## src/rtl/src_fifo_pkg.sv

```systemverilog
// Shared defaults and types for the show-ahead source FIFO feeding the running-max reader.
package src_fifo_pkg;

  localparam int DW_DEF    = 8;
  localparam int DEPTH_DEF = 16;

  typedef logic [DW_DEF-1:0] word_t;

endpackage

```

## src/rtl/src_fifo_ctrl.sv

```systemverilog
// Pointer, occupancy, flag and sticky-error bookkeeping for src_fifo.
module src_fifo_ctrl
  import src_fifo_pkg::*;
#(
  parameter int DEPTH    = DEPTH_DEF,
  parameter int AF_LEVEL = 12
) (
  input  logic                       CLK,
  input  logic                       RSTn,
  input  logic                       clr,
  input  logic                       wrreq,
  input  logic                       rdreq,
  output logic                       wr_ok,
  output logic [$clog2(DEPTH)-1:0]   wp,
  output logic [$clog2(DEPTH)-1:0]   rp,
  output logic [$clog2(DEPTH):0]     usedw,
  output logic                       empty,
  output logic                       full,
  output logic                       almost_full,
  output logic                       ovf,
  output logic                       udf
);

  localparam int AW = $clog2(DEPTH);
  localparam int CW = AW + 1;
  localparam logic [CW-1:0] FULL_CNT = CW'(DEPTH);
  localparam logic [CW-1:0] AF_CNT   = CW'(AF_LEVEL);

  logic rd_ok;

  assign empty       = (usedw == '0);
  assign full        = (usedw == FULL_CNT);
  assign almost_full = (usedw >= AF_CNT);

  // A read on a full FIFO frees the slot in the same edge, so the write may proceed.
  assign rd_ok = ~clr & rdreq & ~empty;
  assign wr_ok = ~clr & wrreq & (~full | rdreq);

  always_ff @(posedge CLK or negedge RSTn) begin
    if (!RSTn) begin
      wp    <= '0;
      rp    <= '0;
      usedw <= '0;
      ovf   <= 1'b0;
      udf   <= 1'b0;
    end else if (clr) begin
      wp    <= '0;
      rp    <= '0;
      usedw <= '0;
      ovf   <= 1'b0;
      udf   <= 1'b0;
    end else begin
      if (wr_ok) wp <= wp + AW'(1);
      if (rd_ok) rp <= rp + AW'(1);
      case ({wr_ok, rd_ok})
        2'b10:   usedw <= usedw + CW'(1);
        2'b01:   usedw <= usedw - CW'(1);
        default: usedw <= usedw;
      endcase
      if (wrreq & full & ~rdreq) ovf <= 1'b1;
      if (rdreq & empty)         udf <= 1'b1;
    end
  end

endmodule

```

## src/rtl/src_fifo.sv

```systemverilog
// Show-ahead synchronous FIFO: register-array storage with the head word presented on q.
module src_fifo
  import src_fifo_pkg::*;
#(
  parameter int DW       = DW_DEF,
  parameter int DEPTH    = DEPTH_DEF,
  parameter int AF_LEVEL = 12
) (
  input  logic                     CLK,
  input  logic                     RSTn,
  input  logic                     clr,
  input  logic                     wrreq,
  input  logic [DW-1:0]            data,
  input  logic                     rdreq,
  output logic [DW-1:0]            q,
  output logic                     empty,
  output logic                     full,
  output logic                     almost_full,
  output logic [$clog2(DEPTH):0]   usedw,
  output logic                     ovf,
  output logic                     udf
);

  localparam int AW = $clog2(DEPTH);

  logic [DW-1:0] mem [DEPTH];
  logic          wr_ok;
  logic [AW-1:0] wp;
  logic [AW-1:0] rp;

  src_fifo_ctrl #(
    .DEPTH    (DEPTH),
    .AF_LEVEL (AF_LEVEL)
  ) u_ctrl (
    .CLK         (CLK),
    .RSTn        (RSTn),
    .clr         (clr),
    .wrreq       (wrreq),
    .rdreq       (rdreq),
    .wr_ok       (wr_ok),
    .wp          (wp),
    .rp          (rp),
    .usedw       (usedw),
    .empty       (empty),
    .full        (full),
    .almost_full (almost_full),
    .ovf         (ovf),
    .udf         (udf)
  );

  // Storage carries no reset; only words between rp and wp are ever observable.
  always_ff @(posedge CLK) begin
    if (wr_ok) mem[wp] <= data;
  end

  assign q = empty ? '0 : mem[rp];

endmodule

```

## config.mk

```make
export PLATFORM = sky130hd
export DESIGN_NAME = src_fifo
export DESIGN_NICKNAME = d
export VERILOG_FILES = /design/src/rtl/src_fifo_pkg.sv /design/src/rtl/src_fifo_ctrl.sv /design/src/rtl/src_fifo.sv
export SDC_FILE = /design/constraint.sdc
export NUM_CORES = 1
export LEC_CHECK = 0
export CAP_MARGIN = 30
export CORE_MARGIN = 2
export CORE_UTILIZATION = 47
export CTS_BUF_LIST = sky130_fd_sc_hd__clkbuf_4
export DETAILED_ROUTE_END_ITERATION = 7
export PLACE_DENSITY = 0.76
export SYNTH_ARGS = -nofsm -noshare
export SYNTH_HDL_FRONTEND = slang
export SYNTH_HIERARCHICAL = 1
export SYNTH_SLANG_ARGS = --single-unit
```

## constraint.sdc

```tcl
create_clock -name CLK -period 2.6 [get_ports CLK]
set_clock_uncertainty 0.2 [all_clocks]
set_input_delay 0.39 -clock CLK [delete_from_list [all_inputs] [get_ports CLK]]
set_output_delay 0.39 -clock CLK [all_outputs]
set_load 0.005 [all_outputs]
```

# Word-level counts from Yosys, hierarchy flattened
# Memory sizes are Yosys's and may differ from the RTL's.
# Index checks and enable logic that the tools add are counted.
# word_totals
in_bits	13
wordCells	45
reg_bits	15
ram_bits	128
mem_count	1
output_inout_bits	18
# op_classes
n_lt_le_gt_ge	1
bitwise_logic	12
reduce_logical	6
n_eq_ne	3
mux	13
n_addsub	4
# mem_list
memory	depth	word_bits	rd	rd_ports_with_merged_regs	write_ports	line_no	rtl
mem	16	8	1	0	1	src_fifo.sv:26	logic [DW-1:0] mem [DEPTH];
# ops
operator	n
$mux 4	4
$pmux 5 s2	1
$add 4x1->4 const B	2
$mux 8	1
$reduce_bool 2->1	4
$and 1x1->1	7
$mux 1	6
$add 5x1->5 const B	1
$eq 5x5->1 const B	1
$ge 5x4->1 const B	1
$logic_not 5->1	1
$mux 5	1
$sub 5x1->5 const B	1
$not 1->1	4
$reduce_bool 3->1	1
$eq 2x1->1 const B	1
$eq 2x2->1 const B	1
$or 1x1->1	1

# Depth between registers and ports, before layout
# Gate-level depths: netlist of run 1.
# logic_depth
word_depth	7
depth_mapped	9
mapped_depth_nobuf	8

# By module
# The synthesis of run 1 kept the hierarchy.
# by_module_without_submodules
module	area_per_inst_um2	instances	cells_per_inst	seq_area_each_um2
src_fifo	5034.8	1	234	3843.7
src_fifo_ctrl	1047.3	1	107	375.4

# Worst setup path after synthesis of run 1
# Ideal clock, no wire load.
# synth_timing
path_type	flip-flop to flip-flop
startpoint	reg u_ctrl.usedw[2]
endpoint	mem mem[0][0] (netlist name), enable pin
t_required_ns	2.017
t_arrival_ns	2.214
setup_ns	0.383
n_path_buf	2
period_less_slack_ns	2.798
slack_ns	-0.198
path_stages_with_launch	8
path_cell_list	dfrtp_1 -> clkbuf_1 -> or4_4 -> buf_6 -> o311ai_4 -> inv_1 -> or3b_2 -> nor3_1
# synth_between
elab_chain_cells	6
# synth_rtl
item	line_no	rtl
start, declared	src_fifo_ctrl.sv:16	output logic [$clog2(DEPTH):0] usedw,
start signal, assigned	src_fifo_ctrl.sv:56	2'b10: usedw <= usedw + CW'(1);
start signal, assigned	src_fifo_ctrl.sv:57	2'b01: usedw <= usedw - CW'(1);
start signal, assigned	src_fifo_ctrl.sv:58	default: usedw <= usedw;
$eq 5x5->1	src_fifo_ctrl.sv:32	assign full = (usedw == FULL_CNT);
$not 1->1	src_fifo_ctrl.sv:37	assign wr_ok = ~clr & wrreq & (~full | rdreq);
$or 1x1->1	src_fifo_ctrl.sv:37	
$and 1x1->1	src_fifo_ctrl.sv:37	
net wr_ok	src_fifo.sv:27	logic wr_ok;
$mux 1	src_fifo.sv:53	if (wr_ok) mem[wp] <= data;
$mux 1 (implied by the code)	src_fifo.sv:53	
end, declared	src_fifo.sv:26	
# The timed path passes the listed nets, and every way through them passes these cells.

# Final worst setup path of run 1
# layout_timing
startpoint	reg u_ctrl.usedw[2]
endpoint	out q[3]
# layout_between
elab_chain_cells	2
# layout_rtl
item	line_no	rtl
$logic_not 5->1	src_fifo_ctrl.sv:31	assign empty = (usedw == '0);
$mux 8	src_fifo.sv:56	assign q = empty ? '0 : mem[rp];
end, declared	src_fifo.sv:15	output logic [DW-1:0] q,
# Every way passes these cells.

==> results.md, run 1 <==
- CTS tree: built
- Clk Tree Root Cell: clkbuf_4
- Post-route antenna net violation count: 0
- Share of the clock period used by the worst path: 1.232
- Flop and latch count out of synthesis: 143
- Path category of the worst min-delay check: primary input to asynchronous set/reset pin
- Top cell type's share of synthesized area: 0.6320
- Cell count after synthesis: 341
- Net count reported at finish: 447
- Top-level port count: 31
- H-tree depth reported by CTS: 4
- Async set or reset register ratio after synthesis: 0.1049
- Total number of clock tree sinks: 143
- Inst Count DP: 573
- Core footprint: 12620 µm²
- Final number of setup-violating endpoints: 9
- First-pass GRT wire length: 19.96 mm
- Final Hold Viols: 0
- Proportion of layout cells with a drive suffix above 1: 0.3318
- DRC marker count from the first detailed-route iteration: 260
- Run status: finished with violations
- Max Cap Viol: 0
- Full die area: 13870 µm²
- Via-to-Cell Ratio: 5.680
- Endpoint class of the critical path: primary output
- Clock latency at the later pin of the worst-skew pair: 0.55 ns
- Transition at the pin with the smallest max-transition slack: 0.9368 ns
- Violations in the final reports: setup timing
- Critical-path maximum fanout: 5
- IR drop worst, VDD: 0.0004484 V
- Vertical die dimension: 117.8 µm
- Fin cells: 615
- Depth of the most critical reg-to-reg path: 5
- Aggregate global routing overflow: 0
- Worst reg-to-reg setup slack: 0.07 ns
- Number of pins with negative max-slew slack in the final report: 0
- # diodes: 0
- Post-route DRC: 0
- Number of different library cells in the post-synthesis netlist: 57
- Port-buffer cells: 30
- Worst setup path category: flop to primary output
- Number of synthesized flops with an enable pin: 128
- Critical register-to-register path startpoint: u_ctrl/usedw[4]$_DFFE_PN0P_
- DR vias: 3493
- Power density relative to cell area: 906.5 nW/µm²
- Max transition margin: 0.3731
- Final worst-path setup slack: -0.6021 ns
- Number of buffers created by CTS: 17
- Highest-count cells in the layout ignoring fill and taps: edfxtp_1 (128), buf_4 (47), mux4_2 (23)
- Avg Cell Area, Syn: 17.84 µm²
- Area of the mapped netlist: 6082 µm²
- Reg-to-reg endpoint: mem[5][7]$_DFFE_PP_
- First-pass iteration count of the detailed router: 4
- Effective utilization at floorplan: 0.4820
- Number of global-route vias before repair: 3607
- Detail-routed net length per standard cell: 21.08 µm
- Pin count of the biggest net entering global routing: 20
- Placement Cell Area: 6868 µm²
- Startpoint Class: flop
- Total negative slack: -4.840 ns
- Endpoint required time on the critical path: 2.01 ns
- Leading post-synthesis cells by cell area: edfxtp_1 (63%), mux4_2 (8.5%), dfrtp_1 (6.2%)
- Die X-Extent: 117.8 µm
- Proportion of synthesized chip area in sequential cells: 0.6937
- P&R area growth vs syn: 20.49%
- Most common cell after layout, fill and taps aside: edfxtp_1
- Arrival time reported for the critical path endpoint: 2.61 ns
- Overall routing resource usage: 0.1937
- Time the final worst path needs with I/O delays and setup: 3.202 ns
- Final design instance area without fill: 7328 µm²
- Util after Layout: 0.5807
- Syn_nets: 358
- Setup repair after global routing missed its margin: yes
- Yosys warning total: 6
- Fmax: 312.3 MHz
- Clk buf depth: 2
- Clk pin slew, worst setup/hold paths: 0.13 ns
- Leakage power total: 2.532 nW
- Antenna violations before repair: 0
- Cell type with the largest total area after synthesis: edfxtp_1
- HPWL after DPL: 8.499 mm
- Gpl congestion: 0.8489
- Top_reg_cell synth: edfxtp_1
- Rows: 41
- Detailed Route WL: 12.97 mm
==> registers in the layout (all words and copies together) (netlist names) <==
register / count
mem: 128
u_ctrl/ovf: 1
u_ctrl/rp: 4
u_ctrl/udf: 1
u_ctrl/usedw: 5
u_ctrl/wp: 4
==> worst max-delay path, cell delays in order (launching register included) <==
cell	delay, ns
dfrtp_1	0.40
or4_4	0.56
nor2_4	0.22
nor2_4	0.09
buf_6	0.13
a22o_1	0.20
a221o_1	0.32
buf_2	0.13
==> worst max-delay path by stage <==
stage	startpoint	endpoint	slack (ns)	depth (start not counted)
2_1_floorplan	u_ctrl/usedw[2]$_DFFE_PN0P_	mem[2][0]$_DFFE_PP_	-0.03	7
3_3_place_gp	rdreq	u_ctrl/usedw[4]$_DFFE_PN0P_	-0.23	9
3_5_place_dp	rdreq	u_ctrl/usedw[4]$_DFFE_PN0P_	-0.31	9
4_1_cts	u_ctrl/usedw[2]$_DFFE_PN0P_	q[3]	-0.63	7
5_1_grt	u_ctrl/usedw[2]$_DFFE_PN0P_	q[3]	-0.69	7
6_report	u_ctrl/usedw[2]$_DFFE_PN0P_	q[3]	-0.60	7
==> report_power, final <==
part           switching, W  internal, W  total [W]
clock network      0.000844     0.000778    0.00162
logic               0.00106      0.00130    0.00236
registers         0.0000794      0.00258    0.00266
total               0.00199      0.00466    0.00664
==> final cells by class <==
type	count	area, µm²
Multi-Input combinational cell	176	1772
Clock buffer	17	127.6
Tap cell	172	215.2
Sequential cell	143	4222
Timing Repair Buffer	87	749.5
Clock inverter	15	210.2
Inverter	5	32.53
Fill cell	987	5291
==> repair_timing <==
action | CTS | global route
pin swaps | 11 | 4
resized for setup | 35 | 12
endpoints found under the setup margin | 10 | 34
hold buffers | 0 | 0
setup buffers | 9 | 2
==> routing by layer <==
metal / GRT usage / share of wire / vias to the layer above
met5: 0 / 0 / -
met4: 0.07304 / 0.022 / 0
met3: 0.05184 / 0.046 / 28
met2: 0.3158 / 0.51 / 106
met1: 0.2502 / 0.42 / 1792
li1: - / - / 1567
==> kinds of logic after synthesis <==
group                    count (synthesis)  synth area share
flip-flops                             143            0.6937
AND/OR/NAND/NOR                         74           0.06398
multiplexers                            46            0.1347
AO/OA/AOI/OAI                           45           0.06357
buffers and inverters                   22           0.02571
XOR/XNOR                                 7           0.01008
adder cells (fa/ha/maj)                  4          0.008229
==> stage by stage <==
| stage | power [W] | hold slack, ns | worst slack [ns] |
|---|---|---|---|
| floorplan | 0.004005 | -0.1056 | -0.02798 |
| global placement | 0.004772 | 0.2894 | -0.2317 |
| detailed placement | 0.004829 | 0.3057 | -0.3133 |
| CTS | 0.006616 | 0.05412 | -0.6312 |
| global route | 0.006924 | 0.08007 | -0.6941 |
| finish | 0.006643 | 0.05374 | -0.6021 |
==> Yosys cell counts (all sizes together) (2+ instances only) <==
library cell / instances
a211o: 2
a211oi: 2
a21oi: 5
a221o: 5
a22o: 5
a22oi: 5
a31oi: 3
and3: 5
buf: 12
clkbuf: 5
dfrtp: 15
edfxtp: 128
ha: 4
inv: 4
mux2: 2
mux2i: 17
mux4: 27
nand2: 7
nand2b: 3
nand3: 8
nand3b: 3
nor2: 28
nor2b: 4
nor3: 4
nor4: 2
o211ai: 3
o21ai: 3
o22ai: 3
or3: 2
or3b: 2
xnor2: 3
xor2: 4
Power figures use the tool's default switching activity.
==> run 2, diff against run 1 <==
--- a/config.mk
+++ b/config.mk
@@ -5,6 +5,7 @@
 export SDC_FILE = /design/constraint.sdc
 export NUM_CORES = 1
 export LEC_CHECK = 0
+export ABC_CLOCK_PERIOD_IN_PS = 2600
 export CAP_MARGIN = 30
 export CORE_MARGIN = 2
 export CORE_UTILIZATION = 47
@@ -13,5 +14,4 @@
 export PLACE_DENSITY = 0.76
 export SYNTH_ARGS = -nofsm -noshare
 export SYNTH_HDL_FRONTEND = slang
-export SYNTH_HIERARCHICAL = 1
 export SYNTH_SLANG_ARGS = --single-unit
==> run 2 against run 1 <==
  * Die area is 1.6% lower
  * Hold slack better by 0.027 ns
  * The flow still finishes with violations (setup timing)
  * Register-to-register slack got worse by 0.08 ns
  * Flip-flop and latch count stayed put
  * Critical path type unchanged
  * Highest routed layer unchanged
  * Largest cell class unchanged
  * Combinational power decreased by 5%
  * Synthesized cell count fell by 6.7%
  * Sequential share of layout area down 0.33 points
  * Global-route usage increased by 0.66 points
==> results.md, run 2 <==
- Run status: finished with violations
- Violations in the final reports: setup timing
- Gpl congestion: 0.7783
- Critical-path maximum fanout: 4
- Syn_nets: 338
- Worst slack at placement: -0.2592 ns
- Overall routing resource usage: 0.2003
- Antenna violations before repair: 2
- Total negative slack: -4.323 ns
- Depth of the most critical reg-to-reg path: 9
- Avg Cell Area, Syn: 18.82 µm²
- Arrival time reported for the critical path endpoint: 2.59 ns
- Die X-Extent: 116.8 µm
- Most common cell after layout, fill and taps aside: edfxtp_1
- Rows: 41
- Endpoint required time on the critical path: 2.01 ns
- Max Cap Viol: 0
- IR drop worst, VDD: 0.0003359 V
- Post-route antenna net violation count: 0
- Fmax: 314.8 MHz
- Total number of clock tree sinks: 143
- Endpoint class of the critical path: primary output
- Core footprint: 12520 µm²
- Final worst-path setup slack: -0.5771 ns
- Path category of the worst min-delay check: primary input to asynchronous set/reset pin
- Portion of netlist area occupied by mux cells: 0.1573
- Number of different library cells in the post-synthesis netlist: 39
- Final number of setup-violating endpoints: 10
- Largest registers: mem: 128 flops, u_ctrl.usedw: 5 flops
- Pin count of the biggest net entering global routing: 19
- Transition at the pin with the smallest max-transition slack: 0.7341 ns
- Clk buf depth: 2
- Effective utilization at floorplan: 0.4780
- Number of synthesized flops with an enable pin: 128
- Number of pins with negative max-slew slack in the final report: 0
- H-tree depth reported by CTS: 4
- Time the final worst path needs with I/O delays and setup: 3.177 ns
- Clk pin slew, worst setup/hold paths: 0.12 ns
- HPWL after DPL: 8.238 mm
- Number of buffers created by CTS: 17
- Max transition margin: 0.5090
- Util after Layout: 0.5887
- Top-level port count: 31
- Aggregate global routing overflow: 0
- Clk Tree Root Cell: clkbuf_4
- First-pass iteration count of the detailed router: 4
- First-pass GRT wire length: 19.09 mm
- Cell type with the largest total area after synthesis: edfxtp_1
- Yosys warning total: 0
- Via-to-Cell Ratio: 5.517
- Port-buffer cells: 30
- Simple-gate share of the synthesized area: 0.05437
- Area share of fa/ha/maj cells after synthesis: 0.01464
- Full die area: 13650 µm²
- P&R area growth vs syn: 23.15%
- Detail-routed net length per standard cell: 21.66 µm
- Share of the clock period used by the worst path: 1.222
- Proportion of synthesized chip area in sequential cells: 0.7051
- Max reg flops: 128
- Async set or reset register ratio after synthesis: 0.1049
- Leakage power total: 2.514 nW
- Net count reported at finish: 426
- Top cell type's share of synthesized area: 0.6424
- Main combinational cell family by area after synthesis: multiplexers
- Proportion of layout cells with a drive suffix above 1: 0.3771
- Leading post-synthesis cells by cell area: edfxtp_1 (64%), mux4_2 (15%), dfrtp_1 (6.3%)
- Number of global-route vias before repair: 3254
- Area of the mapped netlist: 5983 µm²
- Most numerous cell types in the synthesized netlist: edfxtp_1 (128), mux4_2 (40), dfrtp_1 (15)
- DR vias: 3266
- Fraction of synthesized cell area in xor and xnor cells: 0.01025
- Detailed Route WL: 12.82 mm
- Power density relative to cell area: 836.6 nW/µm²
- Final Hold Viols: 0
- CTS tree: built
- Cell count after synthesis: 318
- Worst setup path category: flop to primary output
- Highest-count cells in the layout ignoring fill and taps: edfxtp_1 (128), mux4_2 (40), buf_4 (33)
- Flop and latch count out of synthesis: 143
- Minimum hold slack: 0.08049 ns
- Complex-gate fraction of the synthesized area: 0.03220
- Top_reg_cell synth: edfxtp_1
- Most numerous cell in the Yosys netlist: edfxtp_1
- DRC marker count from the first detailed-route iteration: 277
- Filler cell count in the final layout: 911
- Most flop-heavy register: mem
- Clock latency at the later pin of the worst-skew pair: 0.53 ns
- Cts hold-fix bufs: 0
- Post-route DRC: 0
- Startpoint Class: flop
- Setup repair after global routing missed its margin: yes
- Vertical die dimension: 116.8 µm
## run 2: cell types whose count changed after synthesis, moves of 7 or more
cell     before  now
nor2_1       28   14
and2_1        1    9
inv_1         4   11
mux4_2       23   40
mux2i_1      17    4
## run 2: logic make-up (layout without fill, tap and decap cells)
logic type               Yosys count  after routing
AO/OA/AOI/OAI                     28             28
XOR/XNOR                           7              7
adder cells (fa/ha/maj)            7              7
buffers and inverters             30            131
flip-flops                       143            143
multiplexers                      44             44
other                              0              1
AND/OR/NAND/NOR                   59             59
## run 2: stage by stage
step | instances | total power (W) | instance area [µm²]
6_report | 592 | 0.006164 | 7368
3_3_place_gp | 540 | 0.004523 | 6839
2_1_floorplan | 318 | 0.003801 | 5986
4_1_cts | 590 | 0.006117 | 7317
5_1_grt | 592 | 0.006454 | 7368
3_5_place_dp | 540 | 0.004566 | 6839
## run 2: worst paths after layout
kind                                          endpoint                        start  slack (ns)
max                                               q[2]     u_ctrl.rp[0]$_DFFE_PN0P_       -0.58
min                           u_ctrl.rp[0]$_DFFE_PN0P_                         RSTn        0.08
max reg2reg                u_ctrl.usedw[4]$_DFFE_PN0P_  u_ctrl.usedw[3]$_DFFE_PN0P_       -0.01
min reg2reg                     u_ctrl.ovf$_DFFE_PN0P_       u_ctrl.ovf$_DFFE_PN0P_        0.33
max in group asynchronous     u_ctrl.rp[0]$_DFFE_PN0P_                         RSTn        1.62
min in group CLK                u_ctrl.ovf$_DFFE_PN0P_       u_ctrl.ovf$_DFFE_PN0P_        0.33
## run 2: area by class of cell
class	count	area, µm²	share of cell area
Clock inverter	12	112.6	0.01528
Sequential cell	143	4220	0.5728
Tap cell	172	215.2	0.02921
Multi-Input combinational cell	145	1692	0.2296
Antenna cell	1	2.502	0.0003396
Inverter	12	45.04	0.006113
Clock buffer	20	150.1	0.02038
Timing Repair Buffer	87	930.9	0.1263
## run 2: report_power, final
part | switching [W] | internal [W] | total, W
clock network | 0.000784 | 0.000513 | 0.00130
registers | 0.0000543 | 0.00257 | 0.00262
logic | 0.000960 | 0.00128 | 0.00224
total | 0.00180 | 0.00437 | 0.00616
## run 2: what timing repair did
item / in CTS / in global routing
pin swaps: 3 / 5
resized for setup: 54 / 12
cloned: 2 / 0
setup endpoints to repair: 10 / 16
buffers inserted: 16 / 6
## run 2: routing by layer
metal	share of wire	track usage	vias up
li1	-	-	1442
met1	0.39	0.2714	1685
met2	0.51	0.3245	119
met3	0.070	0.04171	20
met4	0.021	0.07686	0
met5	0	0	-
## run 2: critical path, cell delays in order, from the launching register on
cell	delay, ns
dfrtp_2	0.44
buf_6	0.14
buf_12	0.13
buf_12	0.12
mux4_2	0.47
mux4_2	0.50
nor2b_4	0.14
buf_2	0.12
==> run 3, diff against run 2 <==
--- a/config.mk
+++ b/config.mk
@@ -6,7 +6,7 @@
 export NUM_CORES = 1
 export LEC_CHECK = 0
 export ABC_CLOCK_PERIOD_IN_PS = 2600
-export CAP_MARGIN = 30
+export CAP_MARGIN = 20
 export CORE_MARGIN = 2
 export CORE_UTILIZATION = 47
 export CTS_BUF_LIST = sky130_fd_sc_hd__clkbuf_4
==> results of run 3 <==
Final layout, timing and power as in run 2 (identical DEF).
